==> src/rtl/inactivity_scheduler.sv <==
// inactivity_scheduler
// Programmable prescaler producing a one-cycle tick strobe, plus an
// inactivity FSM that counts ticks since the last activity pulse and
// raises timeout when the programmed limit expires.
//
// Optional feature: define INACT_WARN_EN to add the registered `warn`
// output, high while ARMED with exactly one tick remaining.
//
// Control priority per edge: enable=0 > clear > activity > prescaler wrap.
// All outputs come straight from flops; state encoding is exposed on
// `state` for observation (IDLE=00, ARMED=01, EXPIRED=10, 11 -> IDLE).
module inactivity_scheduler #(
    parameter int CNT_W = 8,
    parameter int TMO_W = 4
) (
    input  logic             clock,
    input  logic             reset,
    input  logic             enable,
    input  logic             clear,
    input  logic             activity,
    input  logic [CNT_W-1:0] div_sel,
    input  logic [TMO_W-1:0] tmo_limit,
    output logic             tick,
    output logic             timeout,
    output logic [1:0]       state,
    output logic [TMO_W-1:0] remaining
`ifdef INACT_WARN_EN
    ,
    output logic             warn
`endif
);

    typedef enum logic [1:0] {
        S_IDLE    = 2'b00,
        S_ARMED   = 2'b01,
        S_EXPIRED = 2'b10
    } state_t;

    state_t           state_q;
    logic [CNT_W-1:0] cnt_q;
    logic             tick_q;
    logic             timeout_q;
    logic [TMO_W-1:0] rem_q;
`ifdef INACT_WARN_EN
    logic             warn_q;
`endif

    logic [TMO_W-1:0] load_val;
    logic             wrap;
    logic [CNT_W-1:0] cnt_inc;

    // Reload value (a zero limit behaves as one tick) and prescaler wrap
    // detect; >= lets a lowered div_sel wrap on the very next edge.
    always_comb begin
        load_val = (tmo_limit == '0) ? TMO_W'(1) : tmo_limit;
        wrap     = (cnt_q >= div_sel);
        cnt_inc  = cnt_q + 1'b1;
    end

    // Scheduler FSM with prescaler and all registered outputs.
    always_ff @(posedge clock or negedge reset) begin
        if (!reset) begin
            state_q   <= S_IDLE;
            cnt_q     <= '0;
            tick_q    <= 1'b0;
            timeout_q <= 1'b0;
            rem_q     <= '0;
`ifdef INACT_WARN_EN
            warn_q    <= 1'b0;
`endif
        end else if (!enable || clear) begin
            // Both force IDLE with every output at its reset value.
            state_q   <= S_IDLE;
            cnt_q     <= '0;
            tick_q    <= 1'b0;
            timeout_q <= 1'b0;
            rem_q     <= '0;
`ifdef INACT_WARN_EN
            warn_q    <= 1'b0;
`endif
        end else begin
            case (state_q)
                S_ARMED: begin
                    if (activity) begin
                        // Restart the schedule; a coincident wrap is dropped.
                        cnt_q  <= '0;
                        tick_q <= 1'b0;
                        rem_q  <= load_val;
`ifdef INACT_WARN_EN
                        warn_q <= (load_val == TMO_W'(1));
`endif
                    end else if (wrap) begin
                        cnt_q  <= '0;
                        tick_q <= 1'b1;
                        if (rem_q <= TMO_W'(1)) begin
                            state_q   <= S_EXPIRED;
                            timeout_q <= 1'b1;
                            rem_q     <= '0;
`ifdef INACT_WARN_EN
                            warn_q    <= 1'b0;
`endif
                        end else begin
                            rem_q <= rem_q - 1'b1;
`ifdef INACT_WARN_EN
                            warn_q <= (rem_q == TMO_W'(2));
`endif
                        end
                    end else begin
                        cnt_q  <= cnt_inc;
                        tick_q <= 1'b0;
`ifdef INACT_WARN_EN
                        warn_q <= (rem_q == TMO_W'(1));
`endif
                    end
                end

                S_EXPIRED: begin
                    if (activity) begin
                        state_q   <= S_ARMED;
                        cnt_q     <= '0;
                        tick_q    <= 1'b0;
                        timeout_q <= 1'b0;
                        rem_q     <= load_val;
`ifdef INACT_WARN_EN
                        warn_q    <= (load_val == TMO_W'(1));
`endif
                    end else begin
                        // Prescaler keeps running so tick stays periodic.
                        timeout_q <= 1'b1;
                        rem_q     <= '0;
                        if (wrap) begin
                            cnt_q  <= '0;
                            tick_q <= 1'b1;
                        end else begin
                            cnt_q  <= cnt_inc;
                            tick_q <= 1'b0;
                        end
`ifdef INACT_WARN_EN
                        warn_q <= 1'b0;
`endif
                    end
                end

                default: begin
                    // IDLE (and the unused 11 code): arm immediately.
                    state_q   <= S_ARMED;
                    cnt_q     <= '0;
                    tick_q    <= 1'b0;
                    timeout_q <= 1'b0;
                    rem_q     <= load_val;
`ifdef INACT_WARN_EN
                    warn_q    <= (load_val == TMO_W'(1));
`endif
                end
            endcase
        end
    end

    assign tick      = tick_q;
    assign timeout   = timeout_q;
    assign state     = state_q;
    assign remaining = rem_q;
`ifdef INACT_WARN_EN
    assign warn      = warn_q;
`endif

endmodule

==> config.mk <==
export PLATFORM = sky130hd
export DESIGN_NAME = inactivity_scheduler
export DESIGN_NICKNAME = d
export VERILOG_FILES = /design/src/rtl/inactivity_scheduler.sv
export SDC_FILE = /design/constraint.sdc
export NUM_CORES = 1
export LEC_CHECK = 0
export ABC_AREA = 1
export CORE_ASPECT_RATIO = 1.25
export CORE_UTILIZATION = 45
export CTS_CLUSTER_SIZE = 25
export DETAILED_ROUTE_END_ITERATION = 10
export GPL_TIMING_DRIVEN = 1
export PLACE_DENSITY = 0.78
export SYNTH_ARGS = -nofsm -noshare
export SYNTH_HDL_FRONTEND = slang
export SYNTH_SLANG_ARGS = --single-unit
export TNS_END_PERCENT = 100
==> constraint.sdc <==
create_clock -name clock -period 1.7 [get_ports clock]
set_clock_uncertainty 0.15 [all_clocks]
set_input_delay 0.17 -clock clock [delete_from_list [all_inputs] [get_ports clock]]
set_output_delay 0.17 -clock clock [all_outputs]
set_load 0.01 [all_outputs]
; Yosys cells after proc, flatten, opt, wreduce, memory -nomap -nowiden
; Cells that the tools add are included.
[word_totals]
in_bits = 17
register_bits = 16
out_inout_bits = 8
[op_classes]
muxes = 27
magnitude_cmp = 2
add_sub_neg = 2
reduce_logical = 6
eq_ne = 7
[op_table]
columns = cell, n
row1 = 8-bit two-way mux, 4
row2 = 4-bit two-way mux, 6
row3 = "3-bit inequality test, second input constant", 4
row4 = 2-bit two-way mux, 5
row5 = 1-bit two-way mux, 9
row6 = "8-bit by 1-bit adder with 8-bit output, second input constant", 1
row7 = 8-bit >= comparator, 1
row8 = 4-bit one-hot mux with 2 select lines, 1
row9 = "4-bit by 1-bit <= comparator with 1-bit output, second input constant", 1
row10 = 4-bit zero test, 1
row11 = "4-bit inequality test, second input constant", 1
row12 = 2-bit one-hot mux with 2 select lines, 1
row13 = 4-bit AND reduction, 1
row14 = "4-bit by 1-bit subtractor with 4-bit output, second input constant", 1
row15 = 3-bit AND reduction, 1
row16 = "2-bit by 1-bit == test with 1-bit output, second input constant", 1
row17 = "2-bit == test, second input constant", 1
row18 = 1-bit one-hot mux with 2 select lines, 1
row19 = 2-bit OR reduction, 1
row20 = 1-bit zero test, 1
row21 = 1-bit logical OR, 1

; Longest topological paths before layout
; Gate-level depths: netlist of the first run.
[logic_depth]
ltp_word = 6
depth_mapped = 14
mapped_depth_nobuf = 14

; Worst setup path before layout of the first run
; No wires, ideal clock.
[synth_timing]
kind = flip-flop to flip-flop
start = reg cnt_q[3]
end = reg rem_q[1], in the netlist remaining[1]
setup_ps = 119
synth_period_minus_slack_ps = 1693
required_time_ps = 1431
path_buffers = 0
stages_incl_launch_ff = 12
t_arrival_ps = 1424
setup_slack_ps = 7
cell_sequence = dfrtp_1 -> ha_1 -> nand2_1 -> inv_1 -> nand2_1 -> nand2_1 -> nand2_1 -> nand3_2 -> nor2_4 -> nand2_4 -> nand2_1 -> o21ai_2
[synth_via]
elab_chain_len = 2
[synth_rtl]
columns = item, line
row1 = start: declaration, 40  ; logic [CNT_W-1:0] cnt_q;
row2 = start signal: assignment, 109  ; cnt_q <= cnt_inc;
row3 = start signal: assignment, 135  ; cnt_q <= cnt_inc;
row4 = 8-bit >= comparator, 56  ; wrap = (cnt_q >= div_sel);
row5 = 4-bit inequality test (no line), -
row6 = end signal: assignment, 88  ; rem_q <= load_val;
row7 = end signal: assignment, 103  ; rem_q <= rem_q - 1'b1;
row8 = end signal: assignment, 123  ; rem_q <= load_val;
row9 = end: declaration, 43  ; logic [TMO_W-1:0] rem_q;
; No other way between the ends.
; A chain may end at the register's enable or synchronous reset.

; Final worst setup path of the first run
[layout_timing]
start = reg cnt_q[1]
end = reg rem_q[0], in the netlist remaining[0]
; Same word-level chain as after synthesis.

==> impl_metrics.py, run 1 <==
metrics = {
    "placed_design": {
        "gp_congestion": 0.863,
        "pre_cts_slack_ns": -0.394,
        "numPortBuffers": 24,
        "place_hpwl_mm": 2.00,
        "placed_cells": 214,
    },
    "synthesis": {
        "synth-edff-count": 0,
        "yosysSeqAreaShare_pct": 34.3,
        "yosysTopAreaCellShare_pct": 34.3,
        "synth_simple_gate_area_share_pct": 29.6,
        "synth_cells": 143,
        "yosysMostFrequentCell": "nand2_1",
        "synthTopCellsByCount": "nand2_1, inv_1, dfrtp_1",
        "async_flop_share_pct": 100,
        "synth_cell_types": 24,
        "ys_ff_latch": 16,
        "synthFlopType": "dfrtp_1",
        "synthAdderAreaFrac_pct": 13.9,
        "yosysWarningCount": 0,
        "synth-compound-area-share_pct": 8.67,
        "synth_top_cell_by_area": "dfrtp_1",
        "synth_xor_area_share_pct": 5.25,
        "syn-cell-area_um2": 1170,
        "syn_nets": 173,
        "synth_area_per_cell_um2": 8.17,
        "synth_top_family_by_area": "simple AND/OR/NAND/NOR gates",
        "yosys-mux-area-fraction_pct": 0,
        "synth_area_leaders": "dfrtp_1, ha_1, nand2_1, inv_1, nor2_1",
    },
    "detailed_routing": {
        "drt_iter0_markers": 12,
        "wl_per_cell_um": 11.8,
        "wirelength_mm": 2.61,
        "via_per_inst": 4.88,
        "ant_nets": 0,
        "drc_errors": 0,
        "dr_total_vias": 1084,
        "firstDrtPassIters": 4,
    },
    "grt": {
        "antenna_found_initial": 0,
        "grt_pass1_wl_mm": 4.20,
        "grt_max_degree": 17,
        "grt_pass1_vias": 1064,
        "track_usage_pct": 21.2,
        "grt_overflow": 0,
    },
    "status": {
        "status": "finished with violations",
        "violations": "setup timing",
    },
    "clock_network": {
        "clock_latency_ns": 0.29,
        "clk_pin_slew_ns": 0.09,
        "cts_buffers": 3,
        "cts_root_buffer": "clkbuf_4",
        "h-tree-depth": 1,
        "cts_tree": "done",
        "clockBufferDepth": 2,
        "clock-sinks": 16,
    },
    "power": {
        "power_uw": 785,
        "power_leakage_nw": 0.819,
        "power_density_nw_per_um2": 457,
        "ir_worst_vdd_uv": 319,
    },
    "hold_path": {
        "hold_path.class": "in2async",
    },
    "setup_path": {
        "crit_top_cell": "nand2_1",
        "startpoint_type": "flop",
        "crit_chain": "ha_4 > nand2_1 > nand2_1 > nand2_1 > nand2_1 > nand2_1 > nand3_2 > nor2_4 > nand2_4 > nand2_2 > o21ai_2",
        "crit_required_ns": 1.74,
        "cp_max_fo": 8,
        "worstSetupEndpointType": "flop",
        "worstPathArrival_ns": 1.77,
        "crit_family": "simple AND/OR/NAND/NOR gates",
        "critical_path.slowest_cell": "dfrtp_1",
        "path_class": "reg2reg",
        "cp_num_buf_inv": 0,
        "cpPeakStageDelay_ns": 0.43,
    },
    "sta": {
        "holdWs_ns": 0.0358,
        "layout_min_cycle_time_ns": 1.73,
        "slew_headroom_pct": 77.2,
        "slew_viol_final": 0,
        "grt_setup_unrepaired": "yes",
        "hold_viol": 0,
        "period_share_pct": 102,
        "worst_pin_slew_ns": 0.338,
        "max_freq_mhz": 579,
        "fin_ws_ns": -0.0261,
        "setup_viol": 5,
    },
    "flow_run": {
        "maxCapViolCount": 0,
    },
    "die": {
        "coreArea_um2": 2450,
        "ios": 25,
        "fp-row-count": 20,
        "dieArea_um2": 2810,
        "die_y_um": 59.0,
        "start_util_pct": 47.7,
        "die_w_um": 47.6,
    },
    "final_layout": {
        "multi_input_area_um2": 772,
        "syn_to_final_growth_pct": 46.9,
        "final_cells": 222,
        "fillers": 210,
        "num_antenna_cells": 0,
        "seq_area_um2": 400,
        "drive_above_1_share_pct": 32.8,
        "final_nets": 221,
        "utilization_pct": 70.0,
    },
}
## through the flow
| stage | TNS [ns] | instance area (um^2) |
|---|---|---|
| 2_1_floorplan | 0 | 1170 |
| 3_3_place_gp | -4.36 | 1560 |
| 3_5_place_dp | -5.21 | 1560 |
| 4_1_cts | -0.266 | 1670 |
| 5_1_grt | -1.35 | 1720 |
| 6_report | -0.0936 | 1720 |
## what timing repair did
action                                  CTS  global route
cloned                                    0             0
hold buffers                              0             0
setup buffers                             3             2
endpoints found under the setup margin   13            15
pin swaps                                 6             4
gates resized for setup                  12             9
## layout by cell type, fill, tap and decap left out, types with 3 or more instances in the layout
| cell type | count |
|---|---|
| a21oi_1 | 5 |
| buf_4 | 19 |
| clkbuf_4 | 3 |
| clkdlybuf4s50_1 | 24 |
| dfrtp_1 | 16 |
| ha_1 | 9 |
| ha_4 | 4 |
| inv_1 | 22 |
| inv_2 | 4 |
| nand2_1 | 21 |
| nand2_2 | 9 |
| nand3_1 | 6 |
| nor2_1 | 7 |
| nor2_2 | 6 |
| nor2_4 | 6 |
| o21ai_2 | 4 |
| xor2_1 | 5 |
## kinds of logic after synthesis
family,Yosys count
buffers and inverters,26
AO/OA/AOI/OAI,16
XOR/XNOR,7
flip-flops,16
adder cells (fa/ha/maj),13
AND/OR/NAND/NOR,65
## flip-flops by register name (all words and copies together) (netlist names)
name,count
tick,1
cnt_q,8
timeout,1
state,2
remaining,4
## area by class of cell
type / count / area share (%)
multi-input combinational: 101 / 45.0
clock buffer: 3 / 1.31
timing repair buffer: 43 / 22.3
sequential: 16 / 23.3
tap: 33 / 2.41
inverter: 26 / 5.69
## power breakdown
| group | internal (mW) | switching [mW] |
|---|---|---|
| combinational | 0.0967 | 0.0925 |
| clock | 0.0825 | 0.119 |
| sequential | 0.388 | 0.00676 |
## routing by layer
metal	vias up	GRT usage, %	wire length (um)
met5	-	0	0
met4	0	9.92	57
met3	7	1.83	77
met2	33	41.1	1470
met1	496	21.2	1010
li1	548	-	-
## path summary, 6_finish.rpt
| path | start | endpoint | slack [ns] | depth (start not counted) |
|---|---|---|---|---|
| worst max register to register | cnt_q[1] | remaining[0] | -0.03 | 11 |
| worst max-delay path | cnt_q[1] | remaining[0] | -0.03 | 11 |
| max in group asynchronous | reset | cnt_q[4] | 1.18 | 2 |
| min in group clock | cnt_q[0] | cnt_q[0] | 0.35 | 1 |
| worst min register to register | cnt_q[0] | cnt_q[0] | 0.35 | 1 |
| worst min-delay path | reset | remaining[1] | 0.04 | 2 |
Note: power is estimated with default switching activity, not from simulation.
==> inputs of run 2 (changes only) <==
ABC_AREA = unset   (was 1)
PLACE_DENSITY = 0.82   (was 0.78)
==> run 2 against run 1 <==
  * The run still ends with setup timing left
  * Synthesized area fell by 4.5%
  * Sequential cell count unchanged
  * Critical path type unchanged
  * Critical endpoint is now remaining[2]
  * Core utilization up 5.3 points
  * Largest cell class unchanged
  * First-iteration DRC count rose to 3.3 times the previous value
==> impl_metrics.py, run 2 <==
metrics = {
    "detailed_routing": {
        "dr_total_vias": 1115,
        "ant_nets": 0,
        "firstDrtPassIters": 5,
        "drt_iter0_markers": 39,
        "drc_errors": 0,
        "via_per_inst": 5.41,
        "wl_per_cell_um": 13.8,
        "wirelength_mm": 2.84,
    },
    "flow_run": {
        "maxCapViolCount": 0,
    },
    "final_layout": {
        "regMostFlops": "cnt_q",
        "utilization_pct": 75.3,
        "final_nets": 207,
        "final_cell_mix": "buf_4, clkdlybuf4s50_1, inv_1, dfrtp_1, ha_1",
        "fillers": 162,
        "final_common_cell": "buf_4",
        "syn_to_final_growth_pct": 54.0,
        "design_area_um2": 1720,
        "drive_above_1_share_pct": 29.7,
        "largest_reg_flops": 8,
        "num_antenna_cells": 0,
    },
    "clock_network": {
        "clk_pin_slew_ns": 0.09,
        "h-tree-depth": 1,
        "clock_latency_ns": 0.28,
        "cts_root_buffer": "clkbuf_4",
        "clockBufferDepth": 2,
        "cts_buffers": 3,
        "clock-sinks": 16,
        "cts_hold_buffers": 0,
        "cts_tree": "done",
    },
    "placed_design": {
        "gp_congestion": 0.844,
        "postPlaceCellArea_um2": 1590,
        "numPortBuffers": 24,
        "place_hpwl_mm": 2.05,
    },
    "power": {
        "power_density_nw_per_um2": 453,
        "power_uw": 779,
        "ir_worst_vdd_uv": 457,
        "power_leakage_nw": 0.860,
    },
    "synthesis": {
        "async_flop_share_pct": 100,
        "ys_ff_latch": 16,
        "synth_top_cell_by_area": "dfrtp_1",
        "synthTopCellsByCount": "dfrtp_1, inv_1, ha_1",
        "yosysSeqAreaShare_pct": 35.9,
        "syn-cell-area_um2": 1120,
        "syn_nets": 147,
        "synth_cell_types": 29,
        "synthFlopType": "dfrtp_1",
        "yosysTopAreaCellShare_pct": 35.9,
        "synth_area_per_cell_um2": 9.54,
        "yosysWarningCount": 0,
        "synth-edff-count": 0,
        "synth_cells": 117,
        "synth_area_leaders": "dfrtp_1, ha_1, inv_1, nor2_1, xor2_1",
    },
    "hold_path": {
        "hold_path.class": "in2async",
    },
    "setup_path": {
        "r2r-start": "cnt_q[0]",
        "crit_family": "compound AO/OA/AOI/OAI gates",
        "critical_path.slowest_cell": "dfrtp_1",
        "startpoint_type": "flop",
        "crit_chain": "inv_1 > ha_1 > nand2b_4 > a2111oi_4 > buf_4 > o41ai_4 > o21a_1 > a22o_1",
        "path_class": "reg2reg",
        "cp_max_fo": 4,
        "cpPeakStageDelay_ns": 0.35,
        "crit_required_ns": 1.72,
        "worstPathArrival_ns": 2.08,
        "worstSetupStartpoint": "cnt_q[0]",
        "cp_num_buf_inv": 2,
        "worstSetupEndpointType": "flop",
    },
    "sta": {
        "slew_headroom_pct": 71.3,
        "hold_viol": 0,
        "grt_setup_unrepaired": "yes",
        "max_freq_mhz": 486,
        "worst_pin_slew_ns": 0.429,
        "holdWs_ns": 0.0672,
        "layout_min_cycle_time_ns": 2.06,
        "setup_tns_ns": -4.71,
        "period_share_pct": 121,
        "slew_viol_final": 0,
        "setup_viol": 16,
        "fin_ws_ns": -0.358,
    },
    "die": {
        "die_y_um": 57.7,
        "coreArea_um2": 2280,
        "fp-row-count": 19,
        "start_util_pct": 48.9,
        "ios": 25,
        "dieArea_um2": 2680,
        "die_w_um": 46.5,
    },
    "grt": {
        "track_usage_pct": 23.3,
        "grt_pass1_wl_mm": 4.56,
        "grt_pass1_vias": 1080,
        "grt_max_degree": 17,
        "antenna_found_initial": 0,
        "grt_overflow": 0,
    },
    "status": {
        "violations": "setup timing",
        "status": "finished with violations",
    },
}
## run 2: cell types whose count changed after synthesis, moves of 4 or more
cell | previous run | this run
nor2_4 | 4 | 0
nand2_1 | 27 | 3
inv_1 | 23 | 16
nor3_1 | 0 | 4
o21ai_2 | 4 | 0
## run 2: stage by stage
step,instances,setup WS [ns]
2_1_floorplan,117,-0.288
4_1_cts,204,-0.360
5_1_grt,206,-0.435
3_5_place_dp,197,-0.724
6_report,206,-0.358
3_3_place_gp,197,-0.648
## run 2: final cells by class
cell class	instances	area, um^2	area share [%]
inverters	16	60.1	3.49
clock buffers	3	22.5	1.31
multi-input cells	85	722	42.0
well taps	31	38.8	2.26
repair buffers	55	475	27.7
flip-flops and latches	16	400	23.3
## run 2: where the power goes
group          total [mW]  switching, mW  internal [mW]
Combinational       0.192         0.0834          0.108
Clock               0.196          0.114         0.0822
Sequential          0.391        0.00533          0.386
## run 2: worst paths after layout
| path | endpoint | slack (ns) | depth (start not counted) |
|---|---|---|---|
| hold reg to reg | remaining[3] | 0.43 | 1 |
| min in group clock | remaining[3] | 0.43 | 1 |
| setup reg to reg | remaining[2] | -0.36 | 8 |
| max in group asynchronous | cnt_q[5] | 1.14 | 2 |
| hold / removal | state[0] | 0.07 | 2 |
| setup / recovery | remaining[2] | -0.36 | 8 |
## run 2: kinds of logic (layout without fill, tap and decap cells)
group           after synthesis  in the layout  synth area share (%)
flops                        16             16                  35.9
fa+ha+maj                    13             13                  14.6
simple gates                 40             40                  18.4
buf+inv                      17             74                  6.05
xor+xnor                      6              6                  4.71
compound gates               25             26                  20.4
## run 2: routing by layer
layer / vias up / global-route usage, % / share of wire, %
met4: 0 / 8.82 / 1.9
met5: - / 0 / 0
met2: 49 / 41.9 / 54
li1: 533 / - / -
met3: 11 / 2.49 / 5.5
met1: 522 / 26.9 / 39
## run 2: what timing repair did
action | CTS | global route
setup buffers | 3 | 3
endpoints found under the setup margin | 16 | 17
pin swaps | 3 | 5
gates cloned | 1 | 0
gates resized for setup | 6 | 9
==> RTL change 1: new RTL, settings of run 1 <==
The option `INACT_WARN_EN` is turned on by a define.
--- a/src/rtl/inactivity_scheduler.sv
+++ b/src/rtl/inactivity_scheduler.sv
@@ -9,6 +9,8 @@
 // Control priority per edge: enable=0 > clear > activity > prescaler wrap.
 // All outputs come straight from flops; state encoding is exposed on
 // `state` for observation (IDLE=00, ARMED=01, EXPIRED=10, 11 -> IDLE).
+`define INACT_WARN_EN
+
 module inactivity_scheduler #(
     parameter int CNT_W = 8,
     parameter int TMO_W = 4
Behaviour (old outputs only; new: warn): unchanged (Yosys induction, for registers that start in step).
==> RTL change 1 against run 1 <==
Synthesized area is 13% higher; critical path depth is 2 lower; setup slack worse by 0.090 ns; sequential share of layout area is 2.0 points lower; clock power is 9% higher; total power is 11% higher; hold slack better by 0.021 ns; the run still ends with setup timing left; sequential cell count is 1 higher; routed wire length is 24% higher; final area is 16% higher; die area is 12% higher; combinational power is 25% higher; synthesized cell count is 20% higher.
==> RTL change 1: results (changes against run 1) <==
| Metric | Value |
|---|---|
| Outcome | finished, violations left |
| Failing checks | setup timing |
| Yosys cell types | 29 (+21%) |
| Post_cts resized | 20 (+8) |
| Sequential element share of the synthesized area | 32.3% (-2.0 points) |
| Synth top cells by count | inv_1 (31), nand2_1 (31), dfrtp_1 (17), nor2_1 (17), ha_1 (14) |
| Vias in the first global route | 1,379 (+30%) |
| Post-layout net count | 258 (+17%) |
| Cell-internal power | 0.000619 W (+9.1%) |
| Clock power share | 25.2% (-0.4 points) |
| Largest net degree at the start of global routing | 18 (+1) |
| Cell area after layout | 2000 µm² (+16%) |
| Top Layer Used | met4 |
| First DRT Iteration DRCs | 33 (+21) |
| Top post-synthesis cells by area | dfrtp_1 (32%), ha_1 (13%), inv_1 (8.8%), nand2_1 (8.8%), nor2_1 (4.8%) |
| Max clock buf depth | 2 (unchanged) |
| WL met3 | 135 µm (+75%) |
| Critical Path Fanout Max | 3 (-5) |
| Worst-margin pin slew | 0.275 ns (-0.0631 ns) |
| Filler cells | 207 (-1.4%) |
| GRT Overall Usage | 22.7% (+1.5 points) |
| Antenna violations before repair | 0 (unchanged) |
| Total negative slack | -0.974 ns (-0.880 ns) |
| Met2 WL | 1840 µm (+25%) |
| Reg2Reg Capture Point | timeout |
| Total CTS buffers | 3 (unchanged) |
| Post-DP Area | 1760 µm² (+13%) |
| Part of the power in registers | 47.9% (-2.4 points) |
| Critical path arrival | 1.89 ns (+0.12 ns) |
| H-tree Lvls | 1 (unchanged) |
| Avg WL per Cell | 12.5 µm (+5.9%) |
| Peak VDD IR | 299 µV (-6.3%) |
| Hold slack final | 0.0569 ns (+0.0211 ns) |
| Final setup violating endpoints | 16 (+11) |
| M1 wire length | 1230 µm (+22%) |
| R2R depth | 9 (-2) |
| Number of port buffers | 25 (+4.2%) |
| First-pass GRT wire length | 5590 µm (+33%) |
| Leakage power | 0.930 nW (+14%) |
| Synth Flop Type | dfrtp_1 |
| GPL Wtd Cong | 0.857 (-0.76%) |
| Clk power | 0.000220 W (+9%) |
| Synthesized Nets | 202 (+17%) |
| Layout cell share with drive strength beyond 1 | 29.2% (-3.6 points) |
| Most flop-heavy register | cnt_q |
| Final setup margin | -0.116 ns (-0.0896 ns) |
| First-pass iteration count of the detailed router | 6 (+2) |
| Max reg flops | 8 (unchanged) |
| Post-DP HPWL | 2450 µm (+23%) |
| Clk_lat worst skew | 0.29 ns (about the same) |
| Yosys warns | 0 (unchanged) |
| Reg-to-Reg Start | cnt_q[7] |
| Postcts setup bufs | 3 (unchanged) |
| Hold Crit Class | in -> async |
| Via count | 1,318 (+22%) |
==> RTL change 1: cell count changes after synthesis, moves of 3 or more <==
cell     change
inv_1        +8
o21ai_1      +3
nand2_1      +4
nor2_1       +5
nand3_1      +4
o21ai_0      +5
==> RTL change 1: kinds of logic (layout without fill, tap and decap cells) <==
kind of cell,count (synthesis),count (layout),synth area share [%]
fa+ha+maj,14,14,13.3
buf+inv,32,87,9.11
simple gates,76,76,29.1
compound gates,26,26,12.2
xor+xnor,6,6,3.98
flops,17,17,32.3
==> RTL change 1: layout make-up <==
class,count,area share (%)
Sequential cell,17,21.3
Multi-Input combinational cell,122,46.9
Inverter,32,6.02
Clock buffer,4,1.32
Timing Repair Buffer,51,22.3
Tap cell,34,2.13
==> RTL change 1: worst max path at each step <==
stage,cells past startpoint,endpoint,start,slack [ns]
floorplan,8,cnt_q[5],cnt_q[5],-0.004
global placement,10,cnt_q[5],div_sel[5],-0.41
detailed placement,10,cnt_q[5],div_sel[5],-0.48
CTS,8,cnt_q[5],cnt_q[5],-0.13
global route,8,cnt_q[5],cnt_q[5],-0.22
finish,9,timeout,cnt_q[7],-0.12
==> RTL change 1: worst max-delay path, cell delays in order (launching register included) <==
cell and delay, ns:
dfrtp_1 0.43, ha_4 0.29, nand2_4 0.06, nor2_4 0.13, nand4_1 0.14, nand3_4 0.14, nand2_1 0.12, o21ai_2 0.15
nand2_1 0.06, o21ai_0 0.07
==> RTL change 1: stage by stage <==
stage / setup WS (ns) / instances
detailed placement: -0.477 / 249
global route: -0.224 / 260
CTS: -0.126 / 256
finish: -0.116 / 260
floorplan: -0.00427 / 171
global placement: -0.411 / 249
==> RTL change 1: layer usage <==
metal  up-vias  GRT usage [%]
li1        661              -
met1       610           24.2
met2        42           45.2
met3         5           2.43
met4         0           5.90
met5         -              0
==> RTL change 2: new RTL, settings of run 1 <==
Without the edit above. Add an input register stage for `enable`, `clear`, `activity`, `div_sel` and `tmo_limit`; this delays them by one clock.
--- a/src/rtl/inactivity_scheduler.sv
+++ b/src/rtl/inactivity_scheduler.sv
@@ -36,6 +36,20 @@
         S_EXPIRED = 2'b10
     } state_t;
 
+    logic enable_q;
+    logic clear_q;
+    logic activity_q;
+    logic [CNT_W-1:0] div_sel_q;
+    logic [TMO_W-1:0] tmo_limit_q;
+
+    always_ff @(posedge clock) begin
+        enable_q    <= enable;
+        clear_q     <= clear;
+        activity_q  <= activity;
+        div_sel_q   <= div_sel;
+        tmo_limit_q <= tmo_limit;
+    end
+
     state_t           state_q;
     logic [CNT_W-1:0] cnt_q;
     logic             tick_q;
@@ -52,8 +66,8 @@
     // Reload value (a zero limit behaves as one tick) and prescaler wrap
     // detect; >= lets a lowered div_sel wrap on the very next edge.
     always_comb begin
-        load_val = (tmo_limit == '0) ? TMO_W'(1) : tmo_limit;
-        wrap     = (cnt_q >= div_sel);
+        load_val = (tmo_limit_q == '0) ? TMO_W'(1) : tmo_limit_q;
+        wrap     = (cnt_q >= div_sel_q);
         cnt_inc  = cnt_q + 1'b1;
     end
 
@@ -68,7 +82,7 @@
 `ifdef INACT_WARN_EN
             warn_q    <= 1'b0;
 `endif
-        end else if (!enable || clear) begin
+        end else if (!enable_q || clear_q) begin
             // Both force IDLE with every output at its reset value.
             state_q   <= S_IDLE;
             cnt_q     <= '0;
@@ -81,7 +95,7 @@
         end else begin
             case (state_q)
                 S_ARMED: begin
-                    if (activity) begin
+                    if (activity_q) begin
                         // Restart the schedule; a coincident wrap is dropped.
                         cnt_q  <= '0;
                         tick_q <= 1'b0;
@@ -115,7 +129,7 @@
                 end
 
                 S_EXPIRED: begin
-                    if (activity) begin
+                    if (activity_q) begin
                         state_q   <= S_ARMED;
                         cnt_q     <= '0;
                         tick_q    <= 1'b0;
Behaviour: not the same (a bounded check fails within 4 cycles, from zero or initial values and one cycle with reset low).
==> RTL change 2 against run 1 <==
The run still ends with setup timing left; final area grew 20%; synthesized area grew 26%; maximum frequency shrank 2.6%; total power grew 96%; sequential cell count grew 15; routed wire length grew 13%; setup slack lost 0.046 ns; critical endpoint is now remaining[2]; highest routed layer unchanged.
==> RTL change 2: results (changes against run 1) <==
| Metric | Value |
|---|---|
| Outcome | finished, violations left |
| Failing checks | setup timing |
| Layout cell share with drive strength beyond 1 | 30.2% (-2.6 points) |
| Clk_lat worst skew | 0.34 ns (+0.05 ns) |
| Synth Flop Type | dfrtp_1 |
| First-pass iteration count of the detailed router | 4 (unchanged) |
| Peak VDD IR | 637 µV (+99%) |
| First DRT Iteration DRCs | 19 (+7) |
| Synth top cells by count | nand2_1 (27), inv_1 (23), dfrtp_1 (16) |
| Sequential element share of the synthesized area | 47.7% (+13 points) |
| Post-layout net count | 234 (+5.9%) |
| CTS Root Cell | clkbuf_4 |
| Asr flop ratio synth | 51.6% (-48 points) |
| Regs by FF count | cnt_q: 8 flops, div_sel_q: 8 flops |
| Post-DP HPWL | 2160 µm (+7.8%) |
| Total CTS buffers | 5 (+2) |
| First-pass GRT wire length | 5130 µm (+22%) |
| Slowest stage cell, crit path | dfxtp_1 |
| GRT Overall Usage | 20.6% (-0.64 points) |
| Ant diodes | 0 (unchanged) |
| Clk pin slew, worst setup/hold paths | 0.11 ns (+0.02 ns) |
| Via count | 1,172 (+8.1%) |
| Final setup violating endpoints | 12 (+7) |
| Yosys warns | 0 (unchanged) |
| Critical Path Fanout Max | 8 (unchanged) |
| Largest stage delay on the critical path | 0.34 ns (-0.09 ns) |
| Top post-synthesis cells by area | dfrtp_1 (27%), dfxtp_1 (20%), ha_1 (11%), nand2_1 (6.9%), inv_1 (5.9%) |
| H-tree Lvls | 2 (+1) |
| Yosys cell types | 25 (+4.2%) |
| Hold Crit Class | in -> reg |
| WL final | 2960 µm (+13%) |
| Cell family with the largest share of critical-path delay | simple AND/OR/NAND/NOR gates |
| Max clock buf depth | 2 (unchanged) |
| ANT nets after route | 0 (unchanged) |
| Final setup margin | -0.0725 ns (-0.0464 ns) |
| Antenna violations before repair | 0 (unchanged) |
| Synthesized Nets | 188 (+8.7%) |
| Post-DP Area | 1840 µm² (+19%) |
| Largest net degree at the start of global routing | 17 (unchanged) |
| Number of port buffers | 24 (unchanged) |
| Slew margin rel. | 75.4% (-1.8 points) |
| Critical path arrival | 1.85 ns (+0.08 ns) |
| Vias in the first global route | 1,219 (+15%) |
| Leakage power | 0.961 nW (+17%) |
| GPL Wtd Cong | 0.854 (-1.1%) |
-- RTL change 2: routing by layer --
metal	share of wire [%]	vias to the layer above	routed length, µm	track usage [%]
met5	0	-	0	0
met3	3.2	7	94	4.14
met4	1.9	0	57	9.87
met1	39	550	1160	21.6
li1	-	590	-	-
met2	56	25	1650	37.7
-- RTL change 2: cells by family (layout without fill, tap and decap cells) --
| kind of cell | Yosys count | after routing | synth area share (%) |
|---|---|---|---|
| buffers and inverters | 26 | 73 | 6.64 |
| flip-flops | 31 | 31 | 47.7 |
| adder cells (fa/ha/maj) | 13 | 13 | 11.1 |
| AND/OR/NAND/NOR | 65 | 65 | 23.5 |
| AO/OA/AOI/OAI | 16 | 16 | 6.90 |
| XOR/XNOR | 7 | 7 | 4.17 |
-- RTL change 2: timing repair --
item	CTS	global route
hold buffers	1	0
endpoints found under the hold margin	9	0
pin swaps	5	2
resized for setup	14	9
setup endpoints to repair	15	16
buffers inserted	1	1
-- RTL change 2: through the flow --
| stage | std cells | worst slack (ns) | TNS [ns] |
|---|---|---|---|
| CTS | 240 | -0.0857 | -0.459 |
| detailed placement | 230 | -0.130 | -1.02 |
| floorplan | 158 | 0.00682 | 0 |
| global route | 241 | -0.173 | -1.96 |
| finish | 241 | -0.0725 | -0.453 |
| global placement | 230 | -0.0581 | -0.210 |
-- RTL change 2: cell type report --
| class | count | area [µm²] |
|---|---|---|
| Inverter | 26 | 97.6 |
| Clock inverter | 3 | 43.8 |
| Tap cell | 36 | 45.0 |
| Sequential cell | 31 | 702 |
| Timing Repair Buffer | 39 | 355 |
| Fill cell | 261 | 961 |
| Multi-Input combinational cell | 101 | 786 |
| Clock buffer | 5 | 37.5 |
-- RTL change 2: final timing paths --
check                                   from           end  slack, ns  cells after the start
worst min register to register      cnt_q[0]      cnt_q[0]       0.34                      1
min in group asynchronous              reset      cnt_q[4]       0.54                      3
worst min-delay path              div_sel[3]  div_sel_q[3]       0.11                      1
max in group asynchronous              reset  remaining[2]       0.63                      3
worst max-delay path            div_sel_q[6]  remaining[2]      -0.07                     10
worst max register to register  div_sel_q[6]  remaining[2]      -0.07                     10
-- RTL change 2: report_power, final --
group | switching (W) | leakage, nW | internal, W
registers | 0.0000156 | 0.346 | 0.000759
clock network | 0.000273 | 0.0452 | 0.000309
logic | 0.0000903 | 0.570 | 0.0000941
total | 0.000379 | 0.961 | 0.00116
